`src/rtl/aes_byte_sequencer.sv`:
```
// Byte-serial load/unload wrapper around an external combinational AES core.
// Shifts operands in, waits for the core to settle, then streams the result.
module aes_byte_sequencer #(
  parameter int SETTLE_CYCLES = 4
) (
  input  logic         clk,
  input  logic         rst_n,
  input  logic         ena,
  input  logic         in_valid,
  input  logic [7:0]   in_byte,
  input  logic         in_sel,
  input  logic         mode,
  input  logic         start,
  input  logic         out_ready,
  input  logic [127:0] core_result,
  output logic         in_ready,
  output logic         out_valid,
  output logic [7:0]   out_byte,
  output logic         busy,
  output logic         done,
  output logic         err,
  output logic [127:0] core_text,
  output logic [127:0] core_key,
  output logic         core_mode
);

  typedef enum logic [1:0] {
    IDLE,
    RUN,
    OUT
  } state_t;

  state_t state_q, state_d;

  logic [127:0] text_q, key_q, res_q;
  logic [4:0]   text_cnt, key_cnt;
  logic [3:0]   settle_cnt, byte_cnt;
  logic         mode_q, done_q, err_q;
  logic         load, full, settle_last, hs;

  assign in_ready    = (state_q == IDLE);
  assign out_valid   = (state_q == OUT);
  assign busy        = (state_q != IDLE);
  assign out_byte    = out_valid ? res_q[127:120] : 8'h00;
  assign done        = done_q;
  assign err         = err_q;
  assign core_text   = text_q;
  assign core_key    = key_q;
  assign core_mode   = mode_q;

  assign load        = in_valid & in_ready & ena;
  assign full        = (text_cnt == 5'd16) && (key_cnt == 5'd16);
  assign settle_last = (settle_cnt == 4'(SETTLE_CYCLES - 1));
  assign hs          = out_valid & out_ready;

  always_comb begin
    state_d = state_q;
    unique case (state_q)
      IDLE: if (start && full) state_d = RUN;
      RUN:  if (settle_last) state_d = OUT;
      OUT:  if (hs && byte_cnt == 4'd15) state_d = IDLE;
      default: state_d = IDLE;
    endcase
  end

  always_ff @(posedge clk or negedge rst_n) begin
    if (!rst_n) begin
      state_q    <= IDLE;
      text_q     <= '0;
      key_q      <= '0;
      res_q      <= '0;
      text_cnt   <= '0;
      key_cnt    <= '0;
      settle_cnt <= '0;
      byte_cnt   <= '0;
      mode_q     <= 1'b0;
      done_q     <= 1'b0;
      err_q      <= 1'b0;
    end else if (ena) begin
      state_q <= state_d;
      done_q  <= 1'b0;
      err_q   <= 1'b0;
      // counts saturate but the shift keeps going: last 16 bytes win
      if (load) begin
        if (in_sel) begin
          key_q <= {key_q[119:0], in_byte};
          if (key_cnt != 5'd16) key_cnt <= key_cnt + 5'd1;
        end else begin
          text_q <= {text_q[119:0], in_byte};
          if (text_cnt != 5'd16) text_cnt <= text_cnt + 5'd1;
        end
      end
      unique case (state_q)
        IDLE: begin
          if (start) begin
            if (full) begin
              mode_q     <= mode;
              settle_cnt <= '0;
              byte_cnt   <= '0;
            end else begin
              err_q <= 1'b1;
            end
          end
        end
        RUN: begin
          settle_cnt <= settle_cnt + 4'd1;
          if (settle_last) res_q <= core_result;
        end
        OUT: begin
          if (hs) begin
            res_q    <= {res_q[119:0], 8'h00};
            byte_cnt <= byte_cnt + 4'd1;
            if (byte_cnt == 4'd15) begin
              done_q   <= 1'b1;
              text_cnt <= '0;
            end
          end
        end
        default: ;
      endcase
    end
  end

endmodule

```
`config.mk`:
```
export PLATFORM = sky130hd
export DESIGN_NAME = aes_byte_sequencer
export DESIGN_NICKNAME = d
export VERILOG_FILES = /design/src/rtl/aes_byte_sequencer.sv
export SDC_FILE = /design/constraint.sdc
export NUM_CORES = 1
export LEC_CHECK = 0
export ABC_AREA = 1
export CELL_PAD_IN_SITES_DETAIL_PLACEMENT = 0
export CELL_PAD_IN_SITES_GLOBAL_PLACEMENT = 1
export CORE_MARGIN = 3
export CORE_UTILIZATION = 37
export CTS_BUF_LIST = sky130_fd_sc_hd__clkbuf_16
export CTS_CLUSTER_SIZE = 24
export DETAILED_ROUTE_END_ITERATION = 16
export PLACE_DENSITY = 0.86
export SLEW_MARGIN = 20
export SYNTH_ARGS = -nofsm -noshare
export SYNTH_HDL_FRONTEND = slang
export SYNTH_SLANG_ARGS = --single-unit
```
`constraint.sdc`:
```
create_clock -name clk -period 1.7 [get_ports clk]
set_input_delay 0.34 -clock clk [delete_from_list [all_inputs] [get_ports clk]]
set_output_delay 0.34 -clock clk [all_outputs]
set_load 0.01 [all_outputs]
```
==> results of run 1 <==
## how the worst min path moves through the flow
| stage | endpoint | slack, ps | cells after the start |
|---|---|---|---|
| final | core_text[87] | 270 | 2 |
| after global routing | core_text[87] | 280 | 2 |
| after CTS | core_text[87] | 240 | 2 |
| after detailed placement | core_text[87] | 260 | 1 |
| after global placement | core_text[87] | 260 | 1 |
| after floorplan | byte_cnt[0] | 40 | 0 |
## final cells by class
type                            instances  share of cell area
Tap cell                              600              0.0282
Clock buffer                           47              0.0442
Antenna cell                            3            0.000282
Inverter                               53             0.00893
Timing Repair inverter                  3             0.00193
Multi-Input combinational cell       1394               0.281
Timing Repair Buffer                  578               0.245
Sequential cell                       407               0.383
Clock inverter                         34             0.00700
## state kept, by name, indices dropped and copies added, names as in the netlist
| signal | count |
|---|---|
| byte_cnt | 4 |
| core_key | 128 |
| core_mode | 1 |
| core_text | 128 |
| done | 1 |
| err | 1 |
| key_cnt | 5 |
| res_q | 128 |
| settle_cnt | 4 |
| state_q | 2 |
| text_cnt | 5 |
## logic make-up after synthesis
kind of cell | after synthesis | share of synthesized area
adders and majority gates | 6 | 0.00437
AOI/OAI and AO/OA | 295 | 0.0921
DFF | 407 | 0.593
and+or+nand+nor | 1086 | 0.260
xor gates and xnor gates | 3 | 0.00153
buffers and inverters | 165 | 0.0488
## metrics by stage
step / setup slack (ps) / std cells / utilization
detailed placement: -218 / 2936 / 0.489
floorplan: 75.2 / 1962 / -
CTS: -228 / 3041 / 0.522
global route: -248 / 3118 / 0.584
finish: -189 / 3119 / 0.584
global placement: -174 / 2936 / 0.489
## power groups by stage
stage          logic [mW]  clock network, mW  registers [mW]
6_report             2.53               9.09            10.5
5_1_grt              2.79               9.72            10.5
4_1_cts              2.35               9.31            10.4
3_5_place_dp         2.25                  0            10.6
3_3_place_gp         2.21                  0            10.6
2_1_floorplan        1.22                  0            10.6
## cell usage in the layout, fill, tap and decap left out, types with 51 or more instances in the layout
cell             instances
nand2_1                646
or2_2                  121
nand2_4                 83
clkdlybuf4s50_1        142
nand2_2                174
o21ai_0                135
o21ai_2                 51
o21ai_1                104
clkbuf_16               85
inv_1                   61
dfrtp_1                405
dlygate4sd2_1          259
## metal layers
metal / up-vias / wire length [um] / global-route usage
met5: - / 38 / 0
met4: 6 / 1360 / 0.0642
met3: 109 / 4430 / 0.0582
met2: 538 / 28000 / 0.328
met1: 7585 / 24700 / 0.256
li1: 7253 / - / -
## repair_timing
item,4_1_cts,5_1_grt
cloned,9,62
pin swaps,6,119
endpoints found under the hold margin,80,0
resized for setup,342,465
buffers inserted,14,16
endpoints found under the setup margin,302,392
hold buffers,1,0
==> out/qor.yml, run 1 <==
clk_latency_ps: 560
p_leak_nw: 15.1
ys_warn_count: 0
drive_above_1_share: 0.279
root_buffer: "clkbuf_16"
grt_pass1_vias: 14600
fin_crit_sh: 1.11
cpMaxStageDelayCell: "dfrtp_1"
p_clk_frac: 0.411
critical_path_class: "flip-flop to flip-flop"
critPathMaxStageDelay_ps: 420
port_buffers: 413
setup-violations-final: 378
start_util: 0.377
seq_area_um2: 10200
cp.depth: 10
wire_per_inst_um: 18.8
report.final.slew_viol_count: 0
drt_iter0_markers: 1217
path_buf_inv: 4
holdWs_ps: 266
syn_to_final_growth_pct: 55.1
cts_buffers: 45
end_kind: "flip-flop"
drt-vias-per-instance: 4.97
synth_edf_count: 0
postSynthAreaPerCell_um2: 8.75
first_pass_iters: 5
synth-main-ff-cell: "dfrtp_1"
io_pins: 414
grt_pass1_wl_um: 79900
max_freq_ghz: 0.529
dieArea_um2: 49000
synth_common_cells: "nand2_1, dfrtp_1, o21ai_0, or2_2, o21ai_1"
violations: "negative setup slack"
outcome: "complete, but fails checks"
totalWireLength_um: 58600
power.share.switching: 0.249
fin_setup_tns_ps: -29010
grt.overflow.total: 0
setup.worst_path.start: "state_q[0]"
ys_async_sr_fraction: 1.00
start_kind: "flip-flop"
yosysMostFrequentCell: "nand2_1"
yosys.area.top_type: "dfrtp_1"
core-area_um2: 45600
arrival_ps: 2330
nets: 2632
worst_clock_skew_ps: 12.3
antenna_left: 0
slew_headroom: 0.727
cts_tree: "built"
ys_ff_latch: 407
reg2reg_slack_ps: -190
switchingPower_mw: 5.50
die_y_um: 221
ir_drop_mv: 0.662
grt_max_degree: 105
cts_htree_levels: 2
cts_buffer_depth: 3
multi_input_area_um2: 7490
placed_area_um2: 22300
dp_hpwl_um: 33800
path_clk_slew_ps: 60
synthDominantCellAreaShare: 0.593
path_cells: "clkinv_4 > buf_6 > nor2_4 > nand4_1 > nand2_4 > buf_12 > nand2_8 > clkbuf_16 > nand2_2 > o21ai_1"
syn_nets: 2112
die_w_um: 221
worstRegToRegCells: 10
rsz0062_at_grt: "true"
gp_congestion: 0.822
cp.required_ps: 2140
reg2reg_to: "res_q[126]"
timing.final.ws_setup_ps: -189
clock-sinks: 407
powerDensity_nw_per_um2: 830
crit_path_end: "res_q[126]"
ys_seq_area_frac: 0.593
finalCriticalPeriod_ps: 1890
hold_viol: 0
synth.distinct_cells: 26
p_int_mw: 16.6
r2r-start: "state_q[0]"
grt_use_total: 0.200
drc: 0
cp_max_fo: 8
synthCells: 1962
post-route-cell-area_um2: 26600
dr_total_vias: 15500
synthTopCellsByArea: "dfrtp_1, nand2_1, o21ai_0, or2_2, o21ai_1"
pwr-share-comb: 0.114
fill_cells: 3825
antenna_found_initial: 5
seqPwrFrac: 0.474
worstHoldPathType: "input pin to async pin"
maxCapViolations: 0
num_rows: 78
power_mw: 22.1
syn_area_um2: 17200
cpLargestDelayFamily: "simple AND/OR/NAND/NOR gates"
worst_slew_pin_slew_ps: 409
No activity file was read; power rests on OpenSTA's default activity.
==> inputs of run 2 (changes only) <==
--- a/config.mk
+++ b/config.mk
@@ -13,7 +13,7 @@
 export CTS_BUF_LIST = sky130_fd_sc_hd__clkbuf_16
 export CTS_CLUSTER_SIZE = 24
 export DETAILED_ROUTE_END_ITERATION = 16
-export PLACE_DENSITY = 0.86
+export PLACE_DENSITY_LB_ADDON = 0.1
 export SLEW_MARGIN = 20
 export SYNTH_ARGS = -nofsm -noshare
 export SYNTH_HDL_FRONTEND = slang
==> out/qor.yml, run 2 (synthesis results as in run 1) <==
dr_total_vias: 15100
gp_congestion: 0.810
max_freq_ghz: 0.530
cts_htree_levels: 2
final_cell_mix: "nand2_1, dfrtp_1, dlygate4sd2_1"
setup-violations-final: 343
drive_above_1_share: 0.298
hold_viol: 0
wire_per_inst_um: 18.5
cts_tree: "built"
path_buf_inv: 3
slew_headroom: 0.709
report.final.slew_viol_count: 0
end_kind: "output pin"
syn_to_final_growth_pct: 58.6
p_leak_nw: 15.1
num_rows: 78
totalWireLength_um: 58100
drt-vias-per-instance: 4.79
drt_iter0_markers: 950
port_buffers: 413
fin_crit_sh: 1.11
path_clk_slew_ps: 60
nets: 2663
fin_setup_tns_ps: -26740
cpMaxStageDelayCell: "dfrtp_2"
cp.required_ps: 1360
dieArea_um2: 49000
grt_pass1_wl_um: 84700
die_y_um: 221
clock-sinks: 407
holdWs_ps: 237
grt_use_total: 0.214
rsz0062_at_grt: "true"
placed_area_um2: 22500
fill_cells: 4093
dp_hpwl_um: 35500
core-area_um2: 45600
root_buffer: "clkbuf_16"
grt.overflow.total: 0
cpLargestDelayFamily: "flip-flops"
drc: 0
timing.final.ws_setup_ps: -189
outcome: "complete, but fails checks"
grt_max_degree: 64
critPathMostFrequentCell: "buf_6"
ir_drop_mv: 0.751
clk_latency_ps: 580
antenna_left: 0
worst_slew_pin_slew_ps: 437
violations: "negative setup slack"
post-route-cell-area_um2: 27200
arrival_ps: 1550
layout_commonest_cell: "nand2_1"
first_pass_iters: 6
die_w_um: 221
maxCapViolations: 0
antenna_found_initial: 4
critPathMaxStageDelay_ps: 480
grt_pass1_vias: 14900
cts_buffers: 46
powerDensity_nw_per_um2: 841
critical_path_class: "flip-flop to output pin"
cp_max_fo: 5
start_kind: "flip-flop"
finalCriticalPeriod_ps: 1890
cts_buffer_depth: 3
worstHoldPathType: "input pin to async pin"
io_pins: 414
path_cells: "buf_6 > nor2_4 > buf_12 > buf_6"
start_util: 0.377
worst_clock_skew_ps: 10.8
[run 2: layer usage]
layer / track usage / vias to the layer above / routed length, um / share of wire
met5: 0 / - / 47 / 0.00081
met4: 0.0514 / 6 / 956 / 0.016
met2: 0.344 / 330 / 27500 / 0.47
met3: 0.0622 / 62 / 3650 / 0.063
met1: 0.288 / 7365 / 26000 / 0.45
li1: - / 7324 / - / -
[run 2: area by class of cell]
| class | instances | area [um^2] | share of cell area |
|---|---|---|---|
| flip-flops and latches | 407 | 10200 | 0.374 |
| multi-input cells | 1396 | 7670 | 0.282 |
| repair buffers | 606 | 6950 | 0.255 |
| clock buffers | 46 | 1150 | 0.0423 |
| well taps | 600 | 751 | 0.0276 |
| clock inverters | 36 | 246 | 0.00905 |
| inverters | 53 | 225 | 0.00827 |
| repair inverters | 3 | 47.5 | 0.00175 |
| diodes | 2 | 5.00 | 0.000184 |
[run 2: report_power, final]
part / switching [mW] / leakage, nW / internal (mW)
combinational: 1.41 / 8.77 / 1.55
sequential: 0.371 / 5.58 / 10.2
clock: 4.06 / 0.744 / 5.35
[run 2: what timing repair did]
action | CTS | global route
buffers inserted | 20 | 22
resized for setup | 408 | 477
hold endpoints to repair | 86 | 0
hold buffers | 1 | 0
pin swaps | 5 | 53
gates cloned | 21 | 49
setup endpoints to repair | 311 | 422
[run 2: path summary, 6_finish.rpt]
check                              start        endpoint  slack, ps  cells after the start
min in group clk              in_byte[4]     core_key[4]        330                      3
min                                rst_n       res_q[49]        240                      2
min reg2reg                core_key[121]   core_key[121]        470                      2
max reg2reg                   state_q[1]  core_text[118]       -150                     10
max                           state_q[1]        in_ready       -190                      4
max in group asynchronous          rst_n   core_text[91]        740                      4
[run 2: through the flow]
step | instances | total power, mW | util | setup WS [ps]
global route | 3148 | 23.9 | 0.598 | -268
finish | 3149 | 22.9 | 0.598 | -189
global placement | 2960 | 12.9 | 0.494 | -238
detailed placement | 2960 | 12.9 | 0.494 | -287
floorplan | 1962 | 11.8 | - | 75.2
CTS | 3084 | 22.7 | 0.539 | -233
[run 2: worst register-to-register path, stage by stage, from the launching register on]
cell and delay, ps:
dfrtp_2 480, buf_6 150, nor2_4 130, buf_6 130, nand2_4 50, buf_6 120, nor2_4 240, buf_12 210
clkbuf_16 180, nand2_1 50, nand2_1 50
